==> src/rtl/sym_upsampler_if.sv <==
// Enable inputs and sample/symbol outputs of the symbol-rate upsampler.
// The master side drives the clock enables and observes the sample stream;
// the slave side is the upsampler itself.
interface sym_upsampler_if #(
    parameter int WIDTH = 18
);
    logic                    sam_clk_en;
    logic                    sym_clk_en;
    logic signed [WIDTH-1:0] sym_out;
    logic signed [WIDTH-1:0] samp_out;
    logic                    samp_valid;
    logic [1:0]              phase;
    logic                    align_err;

    modport master (
        output sam_clk_en,
        output sym_clk_en,
        input  sym_out,
        input  samp_out,
        input  samp_valid,
        input  phase,
        input  align_err
    );

    modport slave (
        input  sam_clk_en,
        input  sym_clk_en,
        output sym_out,
        output samp_out,
        output samp_valid,
        output phase,
        output align_err
    );
endinterface

==> src/rtl/sym_upsampler.sv <==
// 4-ASK PRBS symbol source with 4x upsampling and enable-alignment checking.
// A 15-bit Fibonacci LFSR (x^15+x^14+1) supplies two fresh bits per symbol,
// which are Gray-mapped onto {-3a,-a,+a,+3a}. Each symbol is followed by three
// stuffed samples. Misaligned enables drop the block back to ALIGN until the
// next coincident sam/sym enable.
// Optional feature macro: ZOH_UPSAMPLE_EN -- when defined the stuffed samples
// repeat the current symbol (zero-order hold) instead of being zero.
module sym_upsampler #(
    parameter int                      WIDTH     = 18,
    parameter logic signed [WIDTH-1:0] A_LVL     = 18'sd32768,
    parameter logic [14:0]             LFSR_SEED = 15'h0001
) (
    input  logic               clk,
    input  logic               reset,
    sym_upsampler_if.slave     bus
);

    // Two PRBS bits consumed per 4-ASK symbol.
    localparam int BITS_PER_SYM = 2;

    // Inner and outer constellation levels, computed at the sample width.
    localparam logic signed [WIDTH-1:0] LVL_IN  = A_LVL;
    localparam logic signed [WIDTH-1:0] LVL_OUT = A_LVL + A_LVL + A_LVL;

    typedef enum logic {
        ST_ALIGN = 1'b0,
        ST_RUN   = 1'b1
    } state_t;

    state_t                  r_state;
    state_t                  w_state_next;
    logic [14:0]             r_lfsr;
    logic [14:0]             w_lfsr_next;
    logic signed [WIDTH-1:0] r_sym;
    logic signed [WIDTH-1:0] w_sym_next;
    logic signed [WIDTH-1:0] r_samp;
    logic signed [WIDTH-1:0] w_samp_next;
    logic [1:0]              r_phase;
    logic [1:0]              w_phase_next;
    logic                    r_valid;
    logic                    w_valid_next;
    logic                    r_err;
    logic                    w_err_next;

    logic                    w_sam;
    logic                    w_sym_en;
    logic                    w_start;
    logic                    w_misalign;
    logic signed [WIDTH-1:0] w_sym_new;
    logic signed [WIDTH-1:0] w_stuff;

    // LFSR unrolled over one symbol: step 0 is the current state, the last
    // step is the state after both bits of the new symbol have been shifted in.
    logic [14:0] w_lfsr_step [0:BITS_PER_SYM];

    assign w_lfsr_step[0] = r_lfsr;

    generate
        for (genvar gi = 0; gi < BITS_PER_SYM; gi++) begin : g_lfsr_step
            assign w_lfsr_step[gi+1] = {w_lfsr_step[gi][13:0],
                                        w_lfsr_step[gi][14] ^ w_lfsr_step[gi][13]};
        end
    endgenerate

    assign w_sam    = bus.sam_clk_en;
    assign w_sym_en = bus.sym_clk_en;

    // A symbol starts on a coincident enable, either as the re-entry from
    // ALIGN or as the regular boundary after the fourth sample.
    assign w_start = w_sam && w_sym_en &&
                     ((r_state == ST_ALIGN) || (r_phase == 2'd3));

    // Misalignment is only judged while running: a symbol enable that does
    // not land on phase 3 together with a sample enable, or a fifth sample.
    assign w_misalign = (r_state == ST_RUN) &&
                        ((w_sym_en && ((r_phase != 2'd3) || !w_sam)) ||
                         (w_sam && !w_sym_en && (r_phase == 2'd3)));

    // Gray-coded symbol map on the two freshly generated LFSR bits.
    always_comb begin
        w_sym_new = -LVL_OUT;
        case (w_lfsr_step[BITS_PER_SYM][1:0])
            2'b00:   w_sym_new = -LVL_OUT;
            2'b01:   w_sym_new = -LVL_IN;
            2'b11:   w_sym_new =  LVL_IN;
            default: w_sym_new =  LVL_OUT;
        endcase
    end

`ifdef ZOH_UPSAMPLE_EN
    // Zero-order hold: the in-between samples repeat the current symbol.
    assign w_stuff = r_sym;
`else
    // Zero-stuffing: the downstream filter supplies the 4x gain.
    assign w_stuff = '0;
`endif

    // Next-state and output decode; everything holds unless an enable acts.
    always_comb begin
        w_state_next = r_state;
        w_lfsr_next  = r_lfsr;
        w_sym_next   = r_sym;
        w_samp_next  = r_samp;
        w_phase_next = r_phase;
        w_valid_next = 1'b0;
        w_err_next   = 1'b0;

        if (w_start) begin
            w_state_next = ST_RUN;
            w_lfsr_next  = w_lfsr_step[BITS_PER_SYM];
            w_sym_next   = w_sym_new;
            w_samp_next  = w_sym_new;
            w_phase_next = 2'd0;
            w_valid_next = 1'b1;
        end else if (w_misalign) begin
            // The offending symbol enable is consumed here and does not
            // re-align; the next coincident enable does.
            w_state_next = ST_ALIGN;
            w_samp_next  = '0;
            w_phase_next = 2'd0;
            w_err_next   = 1'b1;
        end else if ((r_state == ST_RUN) && w_sam) begin
            w_phase_next = r_phase + 2'd1;
            w_samp_next  = w_stuff;
            w_valid_next = 1'b1;
        end
    end

    // State, PRBS and output registers with asynchronous clear.
    always_ff @(posedge clk or posedge reset) begin
        if (reset) begin
            r_state <= ST_ALIGN;
            r_lfsr  <= LFSR_SEED;
            r_sym   <= '0;
            r_samp  <= '0;
            r_phase <= 2'd0;
            r_valid <= 1'b0;
            r_err   <= 1'b0;
        end else begin
            r_state <= w_state_next;
            r_lfsr  <= w_lfsr_next;
            r_sym   <= w_sym_next;
            r_samp  <= w_samp_next;
            r_phase <= w_phase_next;
            r_valid <= w_valid_next;
            r_err   <= w_err_next;
        end
    end

    assign bus.sym_out    = r_sym;
    assign bus.samp_out   = r_samp;
    assign bus.samp_valid = r_valid;
    assign bus.phase      = r_phase;
    assign bus.align_err  = r_err;

endmodule
==> src/flat_wrapper.sv <==
// flat-port wrapper written by rule: the top's interface ports become plain ports
module sym_upsampler_flat 
#(
    parameter int                      WIDTH     = 18,
    parameter logic signed [WIDTH-1:0] A_LVL     = 18'sd32768,
    parameter logic [14:0]             LFSR_SEED = 15'h0001
)
  (clk, reset, bus_sam_clk_en, bus_sym_clk_en, bus_sym_out, bus_samp_out, bus_samp_valid, bus_phase, bus_align_err);
  sym_upsampler_if #(.WIDTH(WIDTH)) bus_i ();
  input  logic clk;
  input  logic reset;
  input wire logic [$bits(bus_i.sam_clk_en)-1:0] bus_sam_clk_en;
  input wire logic [$bits(bus_i.sym_clk_en)-1:0] bus_sym_clk_en;
  output wire logic [$bits(bus_i.sym_out)-1:0] bus_sym_out;
  output wire logic [$bits(bus_i.samp_out)-1:0] bus_samp_out;
  output wire logic [$bits(bus_i.samp_valid)-1:0] bus_samp_valid;
  output wire logic [$bits(bus_i.phase)-1:0] bus_phase;
  output wire logic [$bits(bus_i.align_err)-1:0] bus_align_err;
  assign bus_i.sam_clk_en = bus_sam_clk_en;
  assign bus_i.sym_clk_en = bus_sym_clk_en;
  assign bus_sym_out = bus_i.sym_out;
  assign bus_samp_out = bus_i.samp_out;
  assign bus_samp_valid = bus_i.samp_valid;
  assign bus_phase = bus_i.phase;
  assign bus_align_err = bus_i.align_err;
  sym_upsampler #(.WIDTH(WIDTH), .A_LVL(A_LVL), .LFSR_SEED(LFSR_SEED)) u_core (.clk(clk), .reset(reset), .bus(bus_i));
endmodule
==> config.mk <==
export PLATFORM = sky130hd
export DESIGN_NAME = sym_upsampler_flat
export DESIGN_NICKNAME = d
export VERILOG_FILES = /design/src/rtl/sym_upsampler_if.sv /design/src/rtl/sym_upsampler.sv /design/src/flat_wrapper.sv
export SDC_FILE = /design/constraint.sdc
export NUM_CORES = 1
export LEC_CHECK = 0
export CAP_MARGIN = 10
export CORE_MARGIN = 1
export CORE_UTILIZATION = 30
export DETAILED_ROUTE_END_ITERATION = 7
export PLACE_DENSITY = 0.64
export SETUP_SLACK_MARGIN = 0.05
export SLEW_MARGIN = 30
export SYNTH_ARGS = -nofsm -noshare
export SYNTH_HDL_FRONTEND = slang
export SYNTH_SLANG_ARGS = --single-unit
==> constraint.sdc <==
create_clock -name clk -period 3 [get_ports clk]
set_input_delay 0.9 -clock clk [delete_from_list [all_inputs] [get_ports clk]]
set_output_delay 0.9 -clock clk [all_outputs]
set_load 0.01 [all_outputs]
==> impl_summary.txt <==
----------------------------------------------------
[Route]
  Via count ... around 700
  Drt first pass iters ... 4
  Vias per Instance ... ~3.9
  Final WL ... between 1.5 and 2 mm
  Post-route DRC violation count ... 0
  Routed len/inst ... 10.4 um
  Final ANT Viol Nets ... 0
  DRC marker count from the first detailed-route iteration ... 18

[Clocking]
  CTS H-tree depth ... 1
  Total clock sinks ... 26
  Quantity of hold-fixing buffers added after cts ... 0
  Clock tree from TritonCTS ... yes
  Clock tree root driver cell ... sky130_fd_sc_hd__clkbuf_8
  Setup Fix Bufs, Post-CTS ... 0
  Clock transition at the registers of the reported paths ... about 80 ps
  Total clock buffers created by CTS ... 3
  Count of cells resized by post-cts repair ... 0
  Clock Path Buffers ... 2
  Clock Latency Late Sink ... 260 ps

[Yosys]
  Number of synthesized flops with an enable pin ... 0
  Share of async-settable or async-resettable flops after synthesis ... 100%
  Post-Syn Instances ... around 110
  Number of distinct library cell variants in the gate-level netlist after synthesis ... 30
  Area fraction of the dominant cell type after synthesis ... between 40% and 50%
  Biggest area contributors in the synthesized netlist ... sky130_fd_sc_hd__dfrtp_1 46%, sky130_fd_sc_hd__buf_4 17%, sky130_fd_sc_hd__mux2_2 6.7%
  Number of warning messages in the yosys log ... 0
  Post-synth top cells ... 31 x sky130_fd_sc_hd__buf_4, 25 x sky130_fd_sc_hd__dfrtp_1, 8 x sky130_fd_sc_hd__mux2_2, 6 x sky130_fd_sc_hd__mux2_4
  Fraction of the yosys area taken by sequential cells ... 48.3%
  Commonest register cell after synthesis ... sky130_fd_sc_hd__dfrtp_1
  Post-synthesis area per instance ... 12.2 um^2
  Synthesized area ... between 1000 and 1500 um^2
  Cell taking the most area after synthesis ... sky130_fd_sc_hd__dfrtp_1
  Number of register bits inferred by synthesis ... 26
  Most frequently used cell type in the post-synthesis netlist ... sky130_fd_sc_hd__buf_4

[Timing]
  Post-layout min period ... about 2200 ps
  Number of setup violations in the final report ... 0
  Total count of hold-check failures in the final report ... 0
  Setup repair after global routing missed its margin ... no
  Aggregate negative setup slack ... 0 ps
  Max Fclk ... between 400 and 500 MHz
  Max-slew violation total from the final report ... 0
  Final worst path period share ... roughly three quarters
  Final clock skew ... around 2.8 ps

[Hold path]
  WHS Endpoint ... u_core.bus.sym_out[15]
  Type of the tightest min-delay check ... flip-flop to flip-flop
  Worst hold stages ... 1
  Beginning of the worst hold path ... u_core.bus.sym_out[15]

[Setup path]
  FF-to-FF path depth ... 4
  Cell-by-cell listing of the critical path ... clkdlybuf4s50_1 -> nand2_2 -> nor2_8 -> mux2_2
  Data arrival time of the worst path ... roughly 2400 ps
  R2R Path End ... u_core.r_lfsr[8]
  Worst path required time ... 3150 ps
  Max stage delay on crit path ... 620 ps
  Slowest stage cell on the critical path ... sky130_fd_sc_hd__clkdlybuf4s50_1
  Type of origin of the critical path ... input pin
  Register-to-Register Setup Slack ... ~1400 ps
  Worst path top cell family by delay ... buffers and inverters
  Total buffers and inverters traversed by the critical path ... 1
  Largest driver fanout on the critical path ... 18
  Worst r2r src ... u_core.bus.phase[0]
  Kind of end point of the critical path ... flip-flop
  Critical setup path kind ... input pin to flip-flop

[Pwr]
  Worst vdd rail ir drop ... 0.000206 V
  Net switching power ... roughly 0.00032 W
  Comb pwr share ... between 30% and 40%
  Proportion of power drawn by the clock network ... a little under a fifth
  Post-layout power ... between 0.001 and 0.0015 W
  Pint ... between 0.0008 and 0.0009 W
  Cell Pwr Density ... 790 nW/um^2
  Fraction of power spent switching nets ... 28.0%
  Flop pwr share ... slightly above 50%
  Leak Pwr ... 0.676 nW

[Outcome]
  Run status ... completed

[GRT]
  Total routing resource utilization after global routing ... 8.05%
  Number of antenna violations at the first check in global routing ... 0
  Largest net degree at the start of global routing ... 27
  Total overflow reported by the global router ... 0
  Via count of the first global-routing pass ... about 670
  Wire length of the first global-routing pass ... 3.08 mm

[Job]
  Count of max-cap constraint violations ... 0

[Finish]
  Final-layout fill cell count ... about 450
  Multi-input logic area ... ~540 um^2
  Area taken by flip-flops and latches ... 652 um^2
  Antenna diode count ... 0
  Share of final-layout standard cells stronger than drive strength 1 ... between 20% and 30%
  P&R area growth vs syn ... 8.44%
  Final #Nets ... about 130

[Floorplanning]
  Area of the die ... ~4800 um^2
  Placeable Area ... 4320 um^2
  Starting utilization of the core area ... between 30% and 40%
  Die extent in x ... a little under 70 um
  Std-Cell Rows ... 24
  Vert. Die Dim ... roughly 69 um
  Ports placed on the boundary ... 44

[Placed design]
  Post-detailed-placement half-perimeter wirelength ... ~1.4 mm
  GPL Wtd Cong ... 0.819
  Quantity of I/O buffers inserted on ports ... 13

----------------------------------------------------
## cell usage in the layout (no fill, tap or decap), types with 2 or more instances in the layout
cell type / count
sky130_fd_sc_hd__nor2_1: 2
sky130_fd_sc_hd__clkdlybuf4s50_1: 13
sky130_fd_sc_hd__xnor2_1: 4
sky130_fd_sc_hd__clkbuf_8: 4
sky130_fd_sc_hd__a21oi_1: 3
sky130_fd_sc_hd__nand2_1: 4
sky130_fd_sc_hd__conb_1: 30
sky130_fd_sc_hd__inv_1: 3
sky130_fd_sc_hd__mux2_2: 8
sky130_fd_sc_hd__mux2_4: 6
sky130_fd_sc_hd__and2_1: 3
sky130_fd_sc_hd__o21ai_0: 3
sky130_fd_sc_hd__dfrtp_1: 25
## metal layers
layer / part of all wire (%) / vias to the layer above / track usage, %
li1: - / 336 / -
met1: 44 / 330 / 10.3
met2: 49 / 30 / 12.5
met3: 6.7 / 2 / 2.49
met4: 0.87 / 0 / 3.40
met5: 0 / - / 0
## worst max-delay path by stage
stage	to	start	depth (start not counted)
4_1_cts	u_core.r_lfsr[8]	bus_sym_clk_en	4
5_1_grt	u_core.r_lfsr[8]	bus_sym_clk_en	4
3_5_place_dp	u_core.r_lfsr[3]	bus_sym_clk_en	4
3_3_place_gp	u_core.r_lfsr[4]	bus_sym_clk_en	4
6_report	u_core.r_lfsr[8]	bus_sym_clk_en	4
2_1_floorplan	u_core.bus.sym_out[16]	bus_sym_clk_en	5
## cell type report
cell class,instances,share of cell area (%)
clock buffers,4,3.76
inverters,3,0.770
multi-input cells,79,37.0
flip-flops and latches,26,44.6
well taps,52,4.45
repair buffers,14,9.41
## flip-flops by register name, summed over array words and instances (netlist names)
register	count
u_core.bus.align_err	1
u_core.bus.phase	2
u_core.bus.samp_out	3
u_core.bus.samp_valid	1
u_core.bus.sym_out	3
u_core.r_lfsr	15
u_core.r_state	1
## through the flow
stage	utilization (%)	area, um^2	hold WS, ps	instances	worst slack (ps)
after global routing	33.8	1460	510	178	680
final	33.8	1460	479	178	756
after floorplan	-	1460	458	140	1140
after CTS	33.8	1460	481	178	767
after detailed placement	32.6	1410	461	174	476
after global placement	32.6	1410	468	174	537
## kinds of logic after synthesis
kind of cell / Yosys count / share of synthesized area [%]
AOI/OAI and AO/OA: 12 / 5.84
and+or+nand+nor: 16 / 7.70
DFF: 26 / 48.3
other: 1 / 0.278
muxes: 15 / 14.1
buffers and inverters: 35 / 19.6
xor gates and xnor gates: 5 / 3.25
adders and majority gates: 1 / 0.927
## power groups by stage
stage	clock network, W	logic [W]	registers, W
after floorplan	0	0.000269	0.000583
after global placement	0	0.000348	0.000585
after detailed placement	0	0.000360	0.000595
after CTS	0.000225	0.000362	0.000588
after global routing	0.000244	0.000388	0.000604
final	0.000213	0.000357	0.000585
(Power assumes the default switching activity.)
